**src/rtl/spi_pkg.sv**
```systemverilog
// Shared types and constants for the SPI slave bridge and its byte RAM.
package spi_pkg;

  localparam int FRAME_W = 10;

  localparam logic [1:0] OP_WR_ADDR = 2'b00;
  localparam logic [1:0] OP_WR_DATA = 2'b01;
  localparam logic [1:0] OP_RD_ADDR = 2'b10;
  localparam logic [1:0] OP_RD_DATA = 2'b11;

  typedef enum logic [2:0] {
    IDLE      = 3'd0,
    CHK_CMD   = 3'd1,
    WRITE     = 3'd2,
    READ_ADD  = 3'd3,
    READ_DATA = 3'd4
  } spi_state_e;

endpackage

```
**src/rtl/spi_ram.sv**
```systemverilog
// Single-port byte RAM driven by completed SPI frames; the opcode in the top
// two frame bits selects address load, data write, or data read.
module spi_ram
  import spi_pkg::*;
#(
  parameter int MEM_DEPTH = 256,
  parameter int ADDR_SIZE = 8
) (
  input  logic                 clk,
  input  logic                 rst_n,
  input  logic [ADDR_SIZE+1:0] din,
  input  logic                 rx_valid,
  output logic [ADDR_SIZE-1:0] dout,
  output logic                 tx_valid
);

  logic [ADDR_SIZE-1:0] mem [MEM_DEPTH];

  logic [ADDR_SIZE-1:0] wr_addr_q;
  logic [ADDR_SIZE-1:0] rd_addr_q;
  logic [ADDR_SIZE-1:0] dout_q;
  logic                 tx_valid_q;

  logic [1:0]           opcode;
  logic [ADDR_SIZE-1:0] payload;
  logic                 wr_in_range;
  logic                 rd_in_range;

  assign opcode      = din[ADDR_SIZE+1:ADDR_SIZE];
  assign payload     = din[ADDR_SIZE-1:0];
  assign wr_in_range = 32'(wr_addr_q) < 32'(MEM_DEPTH);
  assign rd_in_range = 32'(rd_addr_q) < 32'(MEM_DEPTH);

  // Contents survive reset; rx_valid is cleared asynchronously so a reset
  // pulse can never let a half-received frame reach the array.
  always_ff @(posedge clk) begin
    if (rx_valid && (opcode == OP_WR_DATA) && wr_in_range) begin
      mem[wr_addr_q] <= payload;
    end
  end

  always_ff @(posedge clk or negedge rst_n) begin
    if (!rst_n) begin
      wr_addr_q  <= '0;
      rd_addr_q  <= '0;
      dout_q     <= '0;
      tx_valid_q <= 1'b0;
    end else begin
      tx_valid_q <= 1'b0;
      if (rx_valid) begin
        case (opcode)
          OP_WR_ADDR: wr_addr_q <= payload;
          OP_RD_ADDR: rd_addr_q <= payload;
          OP_RD_DATA: begin
            dout_q     <= rd_in_range ? mem[rd_addr_q] : '0;
            tx_valid_q <= 1'b1;
          end
          default: ;
        endcase
      end
    end
  end

  assign dout     = dout_q;
  assign tx_valid = tx_valid_q;

endmodule

```
**src/rtl/spi_wrapper.sv**
```systemverilog
// SPI slave bridge: frames MOSI into command frames for spi_ram and shifts
// read data back out on MISO, MSB first. Runs entirely on clk.
module spi_wrapper
  import spi_pkg::*;
#(
  parameter int MEM_DEPTH = 256,
  parameter int ADDR_SIZE = 8
) (
  input  logic clk,
  input  logic rst_n,
  input  logic SS_n,
  input  logic MOSI,
  output logic MISO
);

  localparam int FW = ADDR_SIZE + 2;
  localparam int CW = $clog2(FW + 1);
  localparam int TW = $clog2(ADDR_SIZE + 1);
  localparam logic [CW-1:0] RX_LAST = CW'(FW - 1);
  localparam logic [TW-1:0] TX_LAST = TW'(ADDR_SIZE);

  spi_state_e           state_q;
  logic [FW-1:0]        shift_q;
  logic [CW-1:0]        bit_cnt_q;
  logic                 frame_done_q;
  logic                 rx_valid_q;
  logic                 rd_flag_q;
  logic [ADDR_SIZE-1:0] tx_shift_q;
  logic [TW-1:0]        tx_cnt_q;
  logic                 tx_active_q;
  logic                 miso_q;

  logic [ADDR_SIZE-1:0] ram_dout;
  logic                 ram_tx_valid;

  always_ff @(posedge clk or negedge rst_n) begin
    if (!rst_n) begin
      state_q      <= IDLE;
      shift_q      <= '0;
      bit_cnt_q    <= '0;
      frame_done_q <= 1'b0;
      rx_valid_q   <= 1'b0;
      rd_flag_q    <= 1'b0;
      tx_shift_q   <= '0;
      tx_cnt_q     <= '0;
      tx_active_q  <= 1'b0;
      miso_q       <= 1'b0;
    end else begin
      rx_valid_q <= 1'b0;
      if (SS_n) begin
        state_q      <= IDLE;
        bit_cnt_q    <= '0;
        frame_done_q <= 1'b0;
        tx_cnt_q     <= '0;
        tx_active_q  <= 1'b0;
        miso_q       <= 1'b0;
      end else begin
        case (state_q)
          IDLE: begin
            state_q      <= CHK_CMD;
            bit_cnt_q    <= '0;
            frame_done_q <= 1'b0;
          end
          CHK_CMD: begin
            if (!MOSI)         state_q <= WRITE;
            else if (rd_flag_q) state_q <= READ_DATA;
            else               state_q <= READ_ADD;
          end
          WRITE, READ_ADD, READ_DATA: begin
            // Exactly one frame per select; later MOSI bits are dropped.
            if (!frame_done_q) begin
              shift_q <= {shift_q[FW-2:0], MOSI};
              if (bit_cnt_q == RX_LAST) begin
                bit_cnt_q    <= '0;
                frame_done_q <= 1'b1;
                rx_valid_q   <= 1'b1;
                if (state_q == READ_ADD) rd_flag_q <= 1'b1;
              end else begin
                bit_cnt_q <= bit_cnt_q + 1'b1;
              end
            end
            if (state_q == READ_DATA) begin
              if (tx_active_q) begin
                if (tx_cnt_q == TX_LAST) begin
                  tx_active_q <= 1'b0;
                  tx_cnt_q    <= '0;
                  miso_q      <= 1'b0;
                  rd_flag_q   <= 1'b0;
                end else begin
                  miso_q     <= tx_shift_q[ADDR_SIZE-1];
                  tx_shift_q <= {tx_shift_q[ADDR_SIZE-2:0], 1'b0};
                  tx_cnt_q   <= tx_cnt_q + 1'b1;
                end
              end else if (ram_tx_valid) begin
                miso_q      <= ram_dout[ADDR_SIZE-1];
                tx_shift_q  <= {ram_dout[ADDR_SIZE-2:0], 1'b0};
                tx_cnt_q    <= TW'(1);
                tx_active_q <= 1'b1;
              end
            end
          end
          default: state_q <= IDLE;
        endcase
      end
    end
  end

  spi_ram #(
    .MEM_DEPTH(MEM_DEPTH),
    .ADDR_SIZE(ADDR_SIZE)
  ) u_ram (
    .clk     (clk),
    .rst_n   (rst_n),
    .din     (shift_q),
    .rx_valid(rx_valid_q),
    .dout    (ram_dout),
    .tx_valid(ram_tx_valid)
  );

  assign MISO = miso_q;

endmodule

```
**config.mk**
```make
export PLATFORM = sky130hd
export DESIGN_NAME = spi_wrapper
export DESIGN_NICKNAME = d
export VERILOG_FILES = /design/src/rtl/spi_pkg.sv /design/src/rtl/spi_ram.sv /design/src/rtl/spi_wrapper.sv
export SDC_FILE = /design/constraint.sdc
export NUM_CORES = 2
export LEC_CHECK = 0
export CAP_MARGIN = 5
export CORE_MARGIN = 2
export CORE_UTILIZATION = 50
export CTS_BUF_LIST = sky130_fd_sc_hd__clkbuf_2
export DETAILED_ROUTE_END_ITERATION = 10
export PLACE_DENSITY_LB_ADDON = 0.05
export REMOVE_ABC_BUFFERS = 1
export SYNTH_ARGS = -nofsm -noshare
export SYNTH_HDL_FRONTEND = slang
export SYNTH_SLANG_ARGS = --single-unit
```
**constraint.sdc**
```tcl
create_clock -name clk -period 12.7 [get_ports clk]
set_input_delay 2.54 -clock clk [delete_from_list [all_inputs] [get_ports clk]]
set_output_delay 2.54 -clock clk [all_outputs]
set_load 0.02 [all_outputs]
```
======== Word-level counts from Yosys, hierarchy flattened ========
Memory sizes are Yosys's and may differ from the RTL's. A register that Yosys moved wholly into a read port is not among the register bits.
Index checks and enable logic that the tools add are counted.
cells by class
  bitwise logic cells ..................... 2
  reduce and logical (&&, ||, !) cells .... 19
  $add $sub $neg .......................... 2
  equality and inequality tests ........... 12
  multiplexer cells ....................... 46
operator list
  operator               number
  $mux W4                9
  $mux W1                28
  $mux W8                3
  $reduce_and A2 Y1      6
  $mux W3                3
  $pmux W3 S3            1
  $add A4 B1 Y4 const B  2
  $eq A4 B4 Y1 const B   2
  $pmux W4 S2            1
  $eq A3 B2 Y1 const B   2
  $reduce_and A3 Y1      2
  $reduce_bool A2 Y1     3
  $reduce_bool A3 Y1     2
  $reduce_and A5 Y1      1
  $eq A2 B2 Y1 const B   2
  $ne A2 B2 Y1 const B   2
  $eq A3 B1 Y1 const B   1
  $eq A3 B3 Y1 const B   1
  $logic_not A3 Y1       1
  $ne A3 B3 Y1 const B   1
  $reduce_or A3 Y1       1
  $eq A2 B1 Y1 const B   1
  $logic_not A2 Y1       1
  $not A1 Y1             2
  other kinds (3)        3
word-level totals
  output and inout port bits .............. 1
  word-level logic and storage cells ...... 95
  memories kept ........................... 1
  memory bits (writable) .................. 2,048
  bits in registers ....................... 51
  input bits .............................. 4
memory list
  name       depth  bits a word  read ports  clocked after memory_dff  wr ports  RTL line       text
  u_ram.mem  256    8            1           1                         1         spi_ram.sv:17  logic [ADDR_SIZE-1:0] mem [MEM_DEPTH];

======== Logic depth before layout (Yosys ltp) ========
  word-level depth ........................ 7
  depth in mapped cells ................... 12
  gate-level depth less buffers ........... 8

======== By module ========
From an unflattened synthesis, not the netlist that was laid out.
second synthesis, totals
  cell total of the unflattened synthesis .. 4,135
  area, all modules ....................... 83,403.7 µm²
modules (own cells, without submodules)
  module       area each (µm²)  cells an instance  times used  sequential area each (µm²)
  spi_ram      81,780.9         3,982              1           62,124.6
  spi_wrapper  1,622.8          153                1           825.8

======== Least setup slack after synthesis ========
No wires, ideal clock.
  kind .................................... reg2reg
  from .................................... register shift_q[0]
  to ...................................... memory u_ram.mem[0][0], data pin
  buffers on the path ..................... 0
  library setup time ...................... 0.810 ns
  data arrival time ....................... 3.214 ns
  slack ................................... 8.677 ns
  clock period less this slack ............ 4.023 ns
  cell stages (with the launch flop) ...... 1
  data required time ...................... 11.890 ns
  path through ............................ dfrtp_1
RTL lines
  element                 RTL line           text
  from (decl)             spi_wrapper.sv:23  logic [FW-1:0] shift_q;
  from (signal assigned)  spi_wrapper.sv:72  shift_q <= {shift_q[FW-2:0], MOSI};
  to (decl)               spi_ram.sv:17
Straight into the memory's write port.

======== Worst setup path in the final report ========
  from .................................... register miso_q (netlist: MISO)
  to ...................................... output MISO
RTL lines
  element                 RTL line           text
  from (decl)             spi_wrapper.sv:31  logic miso_q;
  from (signal assigned)  spi_wrapper.sv:90  miso_q <= tx_shift_q[ADDR_SIZE-1];
  from (signal assigned)  spi_wrapper.sv:95  miso_q <= ram_dout[ADDR_SIZE-1];
  to (decl)               spi_wrapper.sv:13  output logic MISO
No word-level cell between the ends.

==> impl_metrics.py <==
metrics = {
    "setup_path": {
        "end_kind": "output pin",
        "cp_slowest_stage_delay_ps": 700,
        "path_class": "register to output pin",
        "crit_family": "buffers and inverters",
        "slowest_stage": "clkdlybuf4s50_1",
        "setup.worst_path.start_class": "register",
        "crit_path_cell_trace": "clkdlybuf4s50_1",
        "arrival_ps": 3120,
        "path_buf_inv": 1,
        "cp_max_fo": 2,
        "cp_data_required_time_ps": 10160,
        "r2r-start": "u_ram.rd_addr_q[0]",
        "worstSetupStartpoint": "MISO",
    },
    "placement": {
        "dp.cells": 6166,
        "dpl-instance-area_mm2": 0.0845,
        "preCtsSetupSlack_ps": 7370,
        "place.gp.congestion": 0.853,
        "post-dp-hpwl_um": 135000,
        "placement.io_buffers": 4,
    },
    "grt": {
        "antenna_found_initial": 10,
        "grt_overflow_total": 0,
        "grt_pass1_vias": 44100,
        "grt_pass1_wl_um": 322000,
        "grtUsageTotal_pct": 27.2,
        "grt_max_degree": 184,
    },
    "status": {
        "status": "finished clean",
    },
    "layout": {
        "syn2layout_area_growth_pct": 8.00,
        "multi_input_area_mm2": 0.0178,
        "final_cells": 7073,
        "post-route-util_pct": 54.6,
        "drive_gt1_share_pct": 27.1,
        "num-fill-cells": 12900,
        "seqCellArea_mm2": 0.0630,
        "fin_area_mm2": 0.0890,
        "nets": 4557,
    },
    "clock_tree": {
        "cts_buffer_depth": 4,
        "cts_tree": "yes",
        "post-cts-setup-buffer-count": 0,
        "htreeDepth": 6,
        "clockRootBuffer": "clkbuf_2",
        "post_cts_resized": 0,
        "cts_hold_buf": 0,
        "cts_buffers": 556,
        "clock_latency_ps": 1870,
        "cts_sinks": 2106,
        "clk_pin_slew_ps": 110,
    },
    "timing": {
        "setup-tns-final_ps": 0,
        "worst_slack_ps": 7040,
        "skew_ps": 155,
        "maxSlewHeadroom_pct": 10.0,
        "slew_viol_final": 0,
        "max_freq_mhz": 177,
        "setup_viol": 0,
        "hold_viol": 0,
        "fin_crit_sh_pct": 44.5,
        "post-route-min-period_ps": 5660,
        "rsz0062_at_grt": "no",
        "worst_slew_pin_slew_ps": 1350,
    },
    "detailed_routing": {
        "avgViaCountPerCell": 6.12,
        "drc": 0,
        "vias": 43300,
        "dr.pass1.iters": 6,
        "dr_wl_met3_um": 19000,
        "drt.antenna.violating_nets": 0,
        "drtIter0Drc": 4841,
        "wl_met1_um": 93900,
        "routed.top_layer": "met5",
        "wl_met2_um": 107000,
        "wl_um": 228000,
        "wl_per_cell_um": 32.2,
    },
    "synth": {
        "async_reset_ff_share_pct": 2.75,
        "syn_inst": 4134,
        "yosysWarnings": 0,
        "netlist_area_mm2": 0.0824,
        "synth_edf_count": 2048,
        "synth_seq_cells": 2106,
        "ys_seq_area_share_pct": 76.4,
        "yosysUniqueCellTypes": 66,
        "syn_area_per_cell_um2": 19.9,
        "synth_flop_cell": "edfxtp_1",
    },
    "power": {
        "power_switching_uw": 3630,
        "peakVddDrop_mv": 0.174,
        "p_clk_share_pct": 32.0,
        "swShare_pct": 26.2,
        "seq_power_share_pct": 62.5,
        "power.internal_uw": 10300,
        "p_leak_uw": 0.0277,
        "combPwrFrac_pct": 5.5,
        "power.density_mw_per_mm2": 156,
    },
    "floorplan": {
        "core_mm2": 0.163,
        "die_w_um": 410,
        "initial_core_util_pct": 50.5,
        "die_y_um": 410,
        "design.die.area_mm2": 0.168,
        "rows": 148,
        "io_pins": 5,
    },
    "min_path": {
        "hold_path_class": "register to register",
        "min_from": "bit_cnt_q[3]",
    },
    "flow_run": {
        "cap_violations": 0,
    },
}
## cell families after synthesis
logic type / Yosys count / synth area share [%]
buffers and inverters: 260 / 2.10
and+or+nand+nor: 566 / 2.99
DFF: 2106 / 76.4
adders and majority gates: 4 / 0.0607
AOI/OAI and AO/OA: 483 / 4.06
muxes: 715 / 14.4
## layout make-up
class	count	share of cell area [%]
flip-flops and latches	2106	70.8
inverters	11	0.0492
repair buffers	106	1.01
clock inverters	92	0.527
diodes	10	0.0281
well taps	2175	3.06
multi-input cells	1768	20.0
clock buffers	805	4.53
## layout by cell type (no fill, tap or decap), drive strengths merged, types with 13 or more instances in the layout
master	count
buf	103
clkbuf	805
o221ai	50
edfxtp	2048
inv	25
o21ai	38
a211oi	45
nor2	291
nor2b	17
mux2i	325
a22oi	81
mux4	361
nand2	120
o22ai	124
a2111oi	13
mux2	29
nand3	50
a31oi	13
dfrtp	58
a21oi	71
nor3	27
clkinv	72
## flip-flops by register name (all words and copies together) (netlist names)
register	cells
u_ram.tx_valid	1
rx_valid_q	1
bit_cnt_q	4
rd_flag_q	1
u_ram.mem	2048
u_ram.rd_addr_q	8
tx_shift_q	7
tx_active_q	1
u_ram.wr_addr_q	8
tx_cnt_q	4
state_q	3
MISO	1
frame_done_q	1
shift_q	10
u_ram.dout	8
## final timing paths
check / end / slack [ps] / cells after the start
max reg2reg: u_ram.dout[7] / 7420 / 9
max in group asynchronous: u_ram.rd_addr_q[0] / 11040 / 2
max: MISO / 7040 / 1
min reg2reg: bit_cnt_q[3] / 490 / 1
min in group asynchronous: tx_active_q / 910 / 2
min: bit_cnt_q[3] / 490 / 1
## Yosys cell counts (37+ instances only)
master | count | area, um2
mux4_2 | 320 | 7210
a211oi_1 | 45 | 338
nand3_1 | 50 | 250
edfxtp_1 | 2048 | 61500
o22ai_1 | 124 | 776
clkbuf_1 | 96 | 360
dfrtp_1 | 58 | 1450
mux4_1 | 41 | 1080
buf_2 | 64 | 320
nor2_1 | 290 | 1090
o21ai_0 | 37 | 185
mux2i_1 | 325 | 3250
a22oi_1 | 81 | 608
nand2_1 | 120 | 450
o221ai_1 | 49 | 429
a21oi_1 | 71 | 355
## power groups by stage
stage	sequential, uW	combinational, uW	clock, uW
global route	8710	835	4900
CTS	8690	781	4560
finish	8680	768	4440
floorplan	9210	22.4	0
detailed placement	8850	788	0
global placement	8840	758	0
## metal layers
layer  vias up  track usage, %
met5         -               0
li1      18200               -
met2      2006            41.7
met3       349            6.62
met1     22700            37.8
met4         2            10.8
## per-stage QoR
| stage | total power (uW) | hold WS, ps |
|---|---|---|
| after detailed placement | 9630 | 478 |
| after floorplan | 9230 | 445 |
| after CTS | 14000 | 500 |
| after global routing | 14400 | 523 |
| after global placement | 9590 | 471 |
| final | 13900 | 494 |
Power figures use the tool's default switching activity.
